===== config.mk =====
export PLATFORM = sky130hd
export DESIGN_NAME = encoder_74ls148
export DESIGN_NICKNAME = d
export VERILOG_FILES = /design/src/rtl/enc74_pkg.sv /design/src/rtl/prio_enc8_core.sv /design/src/rtl/encoder_74ls148.sv
export SDC_FILE = /design/constraint.sdc
export NUM_CORES = 1
export LEC_CHECK = 0
export CORE_AREA = 2 2 39 41
export CTS_CLUSTER_SIZE = 10
export DETAILED_ROUTE_END_ITERATION = 12
export DIE_AREA = 0 0 41 43
export PLACE_DENSITY = 0.56
export REMOVE_ABC_BUFFERS = 1
export SYNTH_ARGS = -nofsm -noshare
export SYNTH_HDL_FRONTEND = slang
export SYNTH_SLANG_ARGS = --single-unit

===== constraint.sdc =====
create_clock -name clk -period 0.8 [get_ports clk]
set_input_delay 0.12 -clock clk [delete_from_list [all_inputs] [get_ports clk]]
set_output_delay 0.12 -clock clk [all_outputs]
set_load 0.01 [all_outputs]

===== src/rtl/enc74_pkg.sv =====
// Shared types and constants for the registered 74LS148-style priority encoder.
package enc74_pkg;

    localparam logic [2:0] Q_NONE   = 3'b111;
    localparam logic       GS_OFF   = 1'b1;
    localparam logic       EO_OFF   = 1'b1;
    localparam logic       EO_EMPTY = 1'b0;

    typedef struct packed {
        logic [2:0] q;
        logic       gs;
        logic       eo;
    } enc74_out_t;

    localparam enc74_out_t OUT_DISABLED = '{q: Q_NONE, gs: GS_OFF, eo: EO_OFF};

endpackage


===== src/rtl/prio_enc8_core.sv =====
// Combinational 8-to-3 priority decode, active-low in and out; I[7] wins.
module prio_enc8_core
    import enc74_pkg::*;
(
    input  logic [7:0]  I,
    input  logic        EN,
    output enc74_out_t  out
);

    always_comb begin
        out = OUT_DISABLED;
        if (!EN) begin
            out.eo = EO_EMPTY;
            // Ascending scan so the highest active index is the last one written.
            for (int k = 0; k < 8; k++) begin
                if (!I[k]) begin
                    out.q  = ~3'(k);
                    out.gs = 1'b0;
                    out.eo = 1'b1;
                end
            end
        end
    end

endmodule


===== src/rtl/encoder_74ls148.sv =====
// 74LS148 priority encoder with a single output register stage (one-cycle latency).
module encoder_74ls148
    import enc74_pkg::*;
(
    input  logic        clk,
    input  logic        rst_n,
    input  logic [7:0]  I,
    input  logic        EN,
    output logic [2:0]  Q,
    output logic        GS,
    output logic        EO
);

    enc74_out_t out_d;
    enc74_out_t out_q;

    prio_enc8_core u_core (
        .I   (I),
        .EN  (EN),
        .out (out_d)
    );

    always_ff @(posedge clk or negedge rst_n) begin
        if (!rst_n) begin
            out_q <= OUT_DISABLED;
        end else begin
            out_q <= out_d;
        end
    end

    assign Q  = out_q.q;
    assign GS = out_q.gs;
    assign EO = out_q.eo;

endmodule


==> flow_metrics.py, run 1 <==
metrics = {
    "power_and_ir_drop": {
        "ir_worst_vdd_mv": 0.403,
        "cellPowerDensity_nw_per_um2": 1520,
        "static-leakage-power_nw": 0.209,
    },
    "logic_synthesis": {
        "synth_edf_count": 0,
        "synthTopCellsByArea": "dfstp_2 (61%), or2b_1 (6.9%), nand4_1 (5.8%)",
        "syn_area_um2": 216,
        "ys_types": 12,
        "yosysMostFrequentCell": "dfstp_2",
        "yosysWarningCount": 0,
        "synth_common_cells": "dfstp_2 (5), a21oi_1 (2), nand2_1 (2), nand4_1 (2), or2b_1 (2)",
        "synth-seq-area-share": 0.607,
        "synthCells": 20,
        "yosys.area.top_type": "dfstp_2",
        "ys_async_sr_fraction": 1.00,
        "ys_ff_latch": 5,
        "syn_avg_cell_area_um2": 10.8,
        "synth_top_area_frac": 0.607,
        "ys_dominant_reg_cell": "dfstp_2",
    },
    "min_path": {
        "whs_path_depth": 3,
        "hold_class": "in2reg",
    },
    "finish": {
        "n_antenna_cell": 0,
        "nNetsFinal": 57,
        "fin_area_um2": 453,
        "syn_to_final_growth_pct": 109,
        "drive_gt1_frac": 0.444,
        "fillers": 158,
    },
    "die": {
        "die_area_um2": 1760,
        "io_pins": 16,
        "rows": 14,
        "start_util": 0.156,
        "coreArea_um2": 1380,
        "fp.dieW_um": 41,
        "die_h_um": 43,
    },
    "route": {
        "drtPass1Iterations": 3,
        "drc": 0,
        "ant_nets": 0,
        "vias": 230,
        "wl_um": 462,
        "avgViaCountPerCell": 3.77,
        "first_iter_violations": 4,
        "wl_per_cell_um": 7.57,
    },
    "sta": {
        "setup_ws_ns": -0.164,
        "fin_crit_sh": 1.20,
        "slew_viol_final": 0,
        "worst_slew_pin_slew_ns": 0.208,
        "finalHoldViolCount": 0,
        "max_freq_ghz": 1.04,
        "min_period_ns": 0.964,
        "relSlewSlack": 0.861,
        "setup_viol": 5,
        "tns_ns": -0.813,
        "rsz0062_at_grt": "yes",
    },
    "cts": {
        "numCtsBuffers": 3,
        "postCtsSetupBuffers": 0,
        "clock-root-buffer": "clkbuf_4",
        "holdBufCountCts": 0,
        "htreeDepth": 1,
        "clk_pin_slew_ns": 0.04,
        "cts_buffer_depth": 2,
        "tritoncts": "built",
        "clock-sinks": 5,
    },
    "worst_setup_path": {
        "path_depth": 1,
        "critPathLaunchType": "flip-flop",
        "cpPeakStageDelay_ns": 0.52,
        "critPathMaxFanout": 1,
        "required_ns": 0.68,
        "critical_path.endpoint_type": "primary output",
        "crit_buf_inv": 1,
        "crit_family": "flip-flops",
        "crit_slowest_cell": "dfstp_2",
        "crit_type": "reg2out",
        "cp_data_arrival_time_ns": 0.84,
        "crit_chain": "buf_6",
    },
    "place": {
        "placed_area_um2": 432,
        "place_ws_ns": -0.396,
        "port_buffers": 15,
        "place.gp.congestion": 0.668,
        "dp_hpwl_um": 404,
    },
    "global_routing": {
        "grt-ovfl-total": 0,
        "grt_pass1_vias": 217,
        "grt_usage": 0.0696,
        "grt_pass1_wl_um": 772,
        "antenna_found_initial": 0,
        "grt_max_degree": 6,
    },
    "run_status": {
        "outcome": "finished with violations",
        "failed_checks": "negative setup slack",
    },
    "flow_run": {
        "drv_cap": 0,
    },
}
==> layer usage <==
layer / vias to the layer above / track usage / routed length [um]
li1: 120 / - / -
met5: - / 0 / 0
met4: 0 / 0.0800 / 18
met3: 2 / 0.0157 / 51
met2: 17 / 0.0969 / 201
met1: 91 / 0.0749 / 191
==> power by group <==
group	total, W	leakage (nW)	switching [W]	internal (W)
Combinational	0.000125	0.141	0.0000456	0.0000794
Clock	0.000280	0.0150	0.0000920	0.000188
Sequential	0.000283	0.0526	0.00000538	0.000278
==> placed cells by master, fill, tap and decap left out <==
master,count
nand4_1,2
nor2_1,1
a31o_2,1
nand3_1,1
or2b_1,2
buf_6,5
o21ai_0,1
inv_1,1
clkdlybuf4s50_1,1
buf_4,6
o21bai_1,1
or3_1,1
a21oi_1,2
nand2_1,2
dfstp_2,5
dlygate4sd2_1,9
clkbuf_4,3
clkbuf_1,1
==> flip-flops by register name, indices dropped and copies added (netlist names) <==
register  count
EO            1
Q             3
GS            1
==> worst paths after layout <==
path | from | endpoint | slack, ns
worst min-delay path | I[3] | Q[0] | 0.31
max in group asynchronous | rst_n | Q[0] | 0.46
min in group asynchronous | rst_n | Q[2] | 0.32
worst max-delay path | EO | EO | -0.16
==> cell type report <==
type,instances,area (um^2),share of cell area
sequential,5,131,0.290
tap,16,20.0,0.0442
inverter,1,3.75,0.00829
multi-input combinational,14,81.3,0.180
timing repair buffer,21,190,0.420
clock buffer,4,26.3,0.0580
==> through the flow <==
step,utilization,cells,hold slack [ns],total power (W)
after global placement,0.312,57,0.575,0.000423
after CTS,0.327,61,0.308,0.000707
final,0.327,61,0.306,0.000688
after floorplan,-,20,-0.0278,0.000314
after global routing,0.327,61,0.333,0.000744
after detailed placement,0.312,57,0.572,0.000424
==> cells by family after synthesis <==
group           after synthesis  synth area share
simple gates                  9             0.231
flops                         5             0.607
compound gates                5             0.145
buf+inv                       1            0.0173
==> repair_timing <==
action | 4_1_cts | 5_1_grt
endpoints found under the setup margin | 10 | 5
gates resized for setup | 34 | 0
pin swaps | 3 | 0
No activity file was read; power rests on OpenSTA's default activity.
==> inputs of run 2 (changes only) <==
--- a/config.mk
+++ b/config.mk
@@ -9,7 +9,8 @@
 export CTS_CLUSTER_SIZE = 10
 export DETAILED_ROUTE_END_ITERATION = 12
 export DIE_AREA = 0 0 41 43
-export PLACE_DENSITY = 0.56
+export DONT_BUFFER_PORTS = 1
+export PLACE_DENSITY = 0.4
 export REMOVE_ABC_BUFFERS = 1
 export SYNTH_ARGS = -nofsm -noshare
 export SYNTH_HDL_FRONTEND = slang
==> run 2 against run 1 <==
Compared with the run above:
- the flow still finishes with violations (negative setup slack)
- via count decreased by 21%
- combinational power down 68%
- core utilization down 12 points
- worst hold slack worse by 0.30 ns
- sequential power is 3% higher
- first-iteration DRC count shrank 100%
- highest routed layer unchanged
==> flow_metrics.py, run 2 (synthesized netlist as in run 1, its figures left out) <==
metrics = {
    "route": {
        "vias": 181,
        "first_iter_violations": 0,
        "ant_nets": 0,
        "drtPass1Iterations": 1,
        "drc": 0,
        "avgViaCountPerCell": 4.31,
        "wl_per_cell_um": 11.2,
        "wl_um": 471,
    },
    "power_and_ir_drop": {
        "static-leakage-power_nw": 0.117,
        "p_int_w": 0.000489,
        "p_comb_frac": 0.064,
        "clockPowerShare": 0.464,
        "ir_worst_vdd_mv": 0.395,
        "cellPowerDensity_nw_per_um2": 2160,
        "netSwitchingPower_w": 0.000128,
        "p_sw_frac": 0.207,
        "p_total_w": 0.000616,
        "seq_power_share": 0.472,
    },
    "sta": {
        "max_freq_ghz": 1.11,
        "min_period_ns": 0.902,
        "slew_viol_final": 0,
        "whs_ns": 0.00370,
        "rsz0062_at_grt": "yes",
        "setup_ws_ns": -0.102,
        "finalHoldViolCount": 0,
        "relSlewSlack": 0.856,
        "fin_crit_sh": 1.13,
        "worst_slew_pin_slew_ns": 0.215,
        "setup_viol": 5,
        "tns_ns": -0.496,
    },
    "cts": {
        "clk_pin_slew_ns": 0.04,
        "htreeDepth": 1,
        "clock-sinks": 5,
        "clock-root-buffer": "clkbuf_4",
        "postCtsSetupBuffers": 0,
        "tritoncts": "built",
        "cts_buffer_depth": 2,
        "numCtsBuffers": 3,
    },
    "min_path": {
        "hold_class": "in2reg",
        "hold_start": "EN",
        "whs_endpoint": "GS",
        "whs_path_depth": 1,
    },
    "die": {
        "die_h_um": 43,
        "start_util": 0.156,
        "io_pins": 16,
        "coreArea_um2": 1380,
        "die_area_um2": 1760,
        "fp.dieW_um": 41,
        "rows": 14,
    },
    "global_routing": {
        "grt_pass1_vias": 209,
        "grt_usage": 0.0745,
        "grt_pass1_wl_um": 786,
        "antenna_found_initial": 0,
        "grt-ovfl-total": 0,
        "grt_max_degree": 6,
    },
    "run_status": {
        "failed_checks": "negative setup slack",
        "outcome": "finished with violations",
    },
    "finish": {
        "drive_gt1_frac": 0.346,
        "n_antenna_cell": 0,
        "final_cell_mix": "dfstp_2 (5), clkbuf_4 (3)",
        "final_util": 0.206,
        "syn_to_final_growth_pct": 31.8,
        "largest_reg_flops": 3,
        "nNetsFinal": 38,
        "final_common_cell": "dfstp_2",
    },
    "worst_setup_path": {
        "cp_data_arrival_time_ns": 0.78,
        "required_ns": 0.68,
        "critical_path.endpoint_type": "primary output",
        "critPathLaunchType": "flip-flop",
        "critPathMaxFanout": 1,
        "crit_type": "reg2out",
    },
    "place": {
        "dp_hpwl_um": 364,
        "place.gp.congestion": 0.553,
        "port_buffers": 0,
    },
    "flow_run": {
        "drv_cap": 0,
    },
}
==> run 2: changes by cell type in the layout (fill, tap and decap cells not counted), sizes merged <==
cell,before,now
buf,11,0
dlygate4sd3,0,1
clkdlybuf4s50,1,0
dlygate4sd2,9,0
dlymetal6s4s,0,1
==> run 2: worst max-delay path by stage <==
stage           end  from  slack [ns]  depth (start not counted)
2_1_floorplan    EO  I[7]        0.15                          2
3_3_place_gp     EO  I[7]        0.12                          2
3_5_place_dp     EO  I[7]        0.09                          2
4_1_cts        Q[0]  Q[0]       -0.11                          0
5_1_grt        Q[0]  Q[0]       -0.13                          0
6_report       Q[0]  Q[0]       -0.10                          0
==> run 2: timing repair <==
item | in CTS | in global routing
resized for setup | 0 | 1
pin swaps | 0 | 1
hold buffers | 2 | 0
hold endpoints to repair | 8 | 0
setup endpoints to repair | 5 | 6
==> run 2: stage by stage <==
step	worst slack, ns	instance area (um^2)	cells
after floorplan	0.149	216	20
after global placement	0.123	236	36
after detailed placement	0.0918	236	36
after CTS	-0.113	283	42
after global routing	-0.127	285	42
final	-0.102	285	42
==> run 2: power by group through the flow <==
stage               sequential [W]  combinational, W  clock [W]
floorplan                 0.000291         0.0000220          0
global route              0.000292         0.0000467   0.000322
detailed placement        0.000294         0.0000262          0
finish                    0.000291         0.0000394   0.000286
CTS                       0.000292         0.0000390   0.000298
global placement          0.000294         0.0000253          0
==> run 2: metal layers <==
layer  part of all wire  vias to the layer above  global-route usage
li1                   -                       84                   -
met1               0.44                       77              0.0877
met2               0.35                       18              0.0844
met3               0.17                        2              0.0419
met4              0.040                        0              0.0800
met5                  0                        -                   0
==> run 2: cell type report <==
cell class	count	area (um^2)
fillers	151	1100
flip-flops and latches	5	131
multi-input cells	14	81.3
clock buffers	4	26.3
repair buffers	2	22.5
well taps	16	20.0
inverters	1	3.75
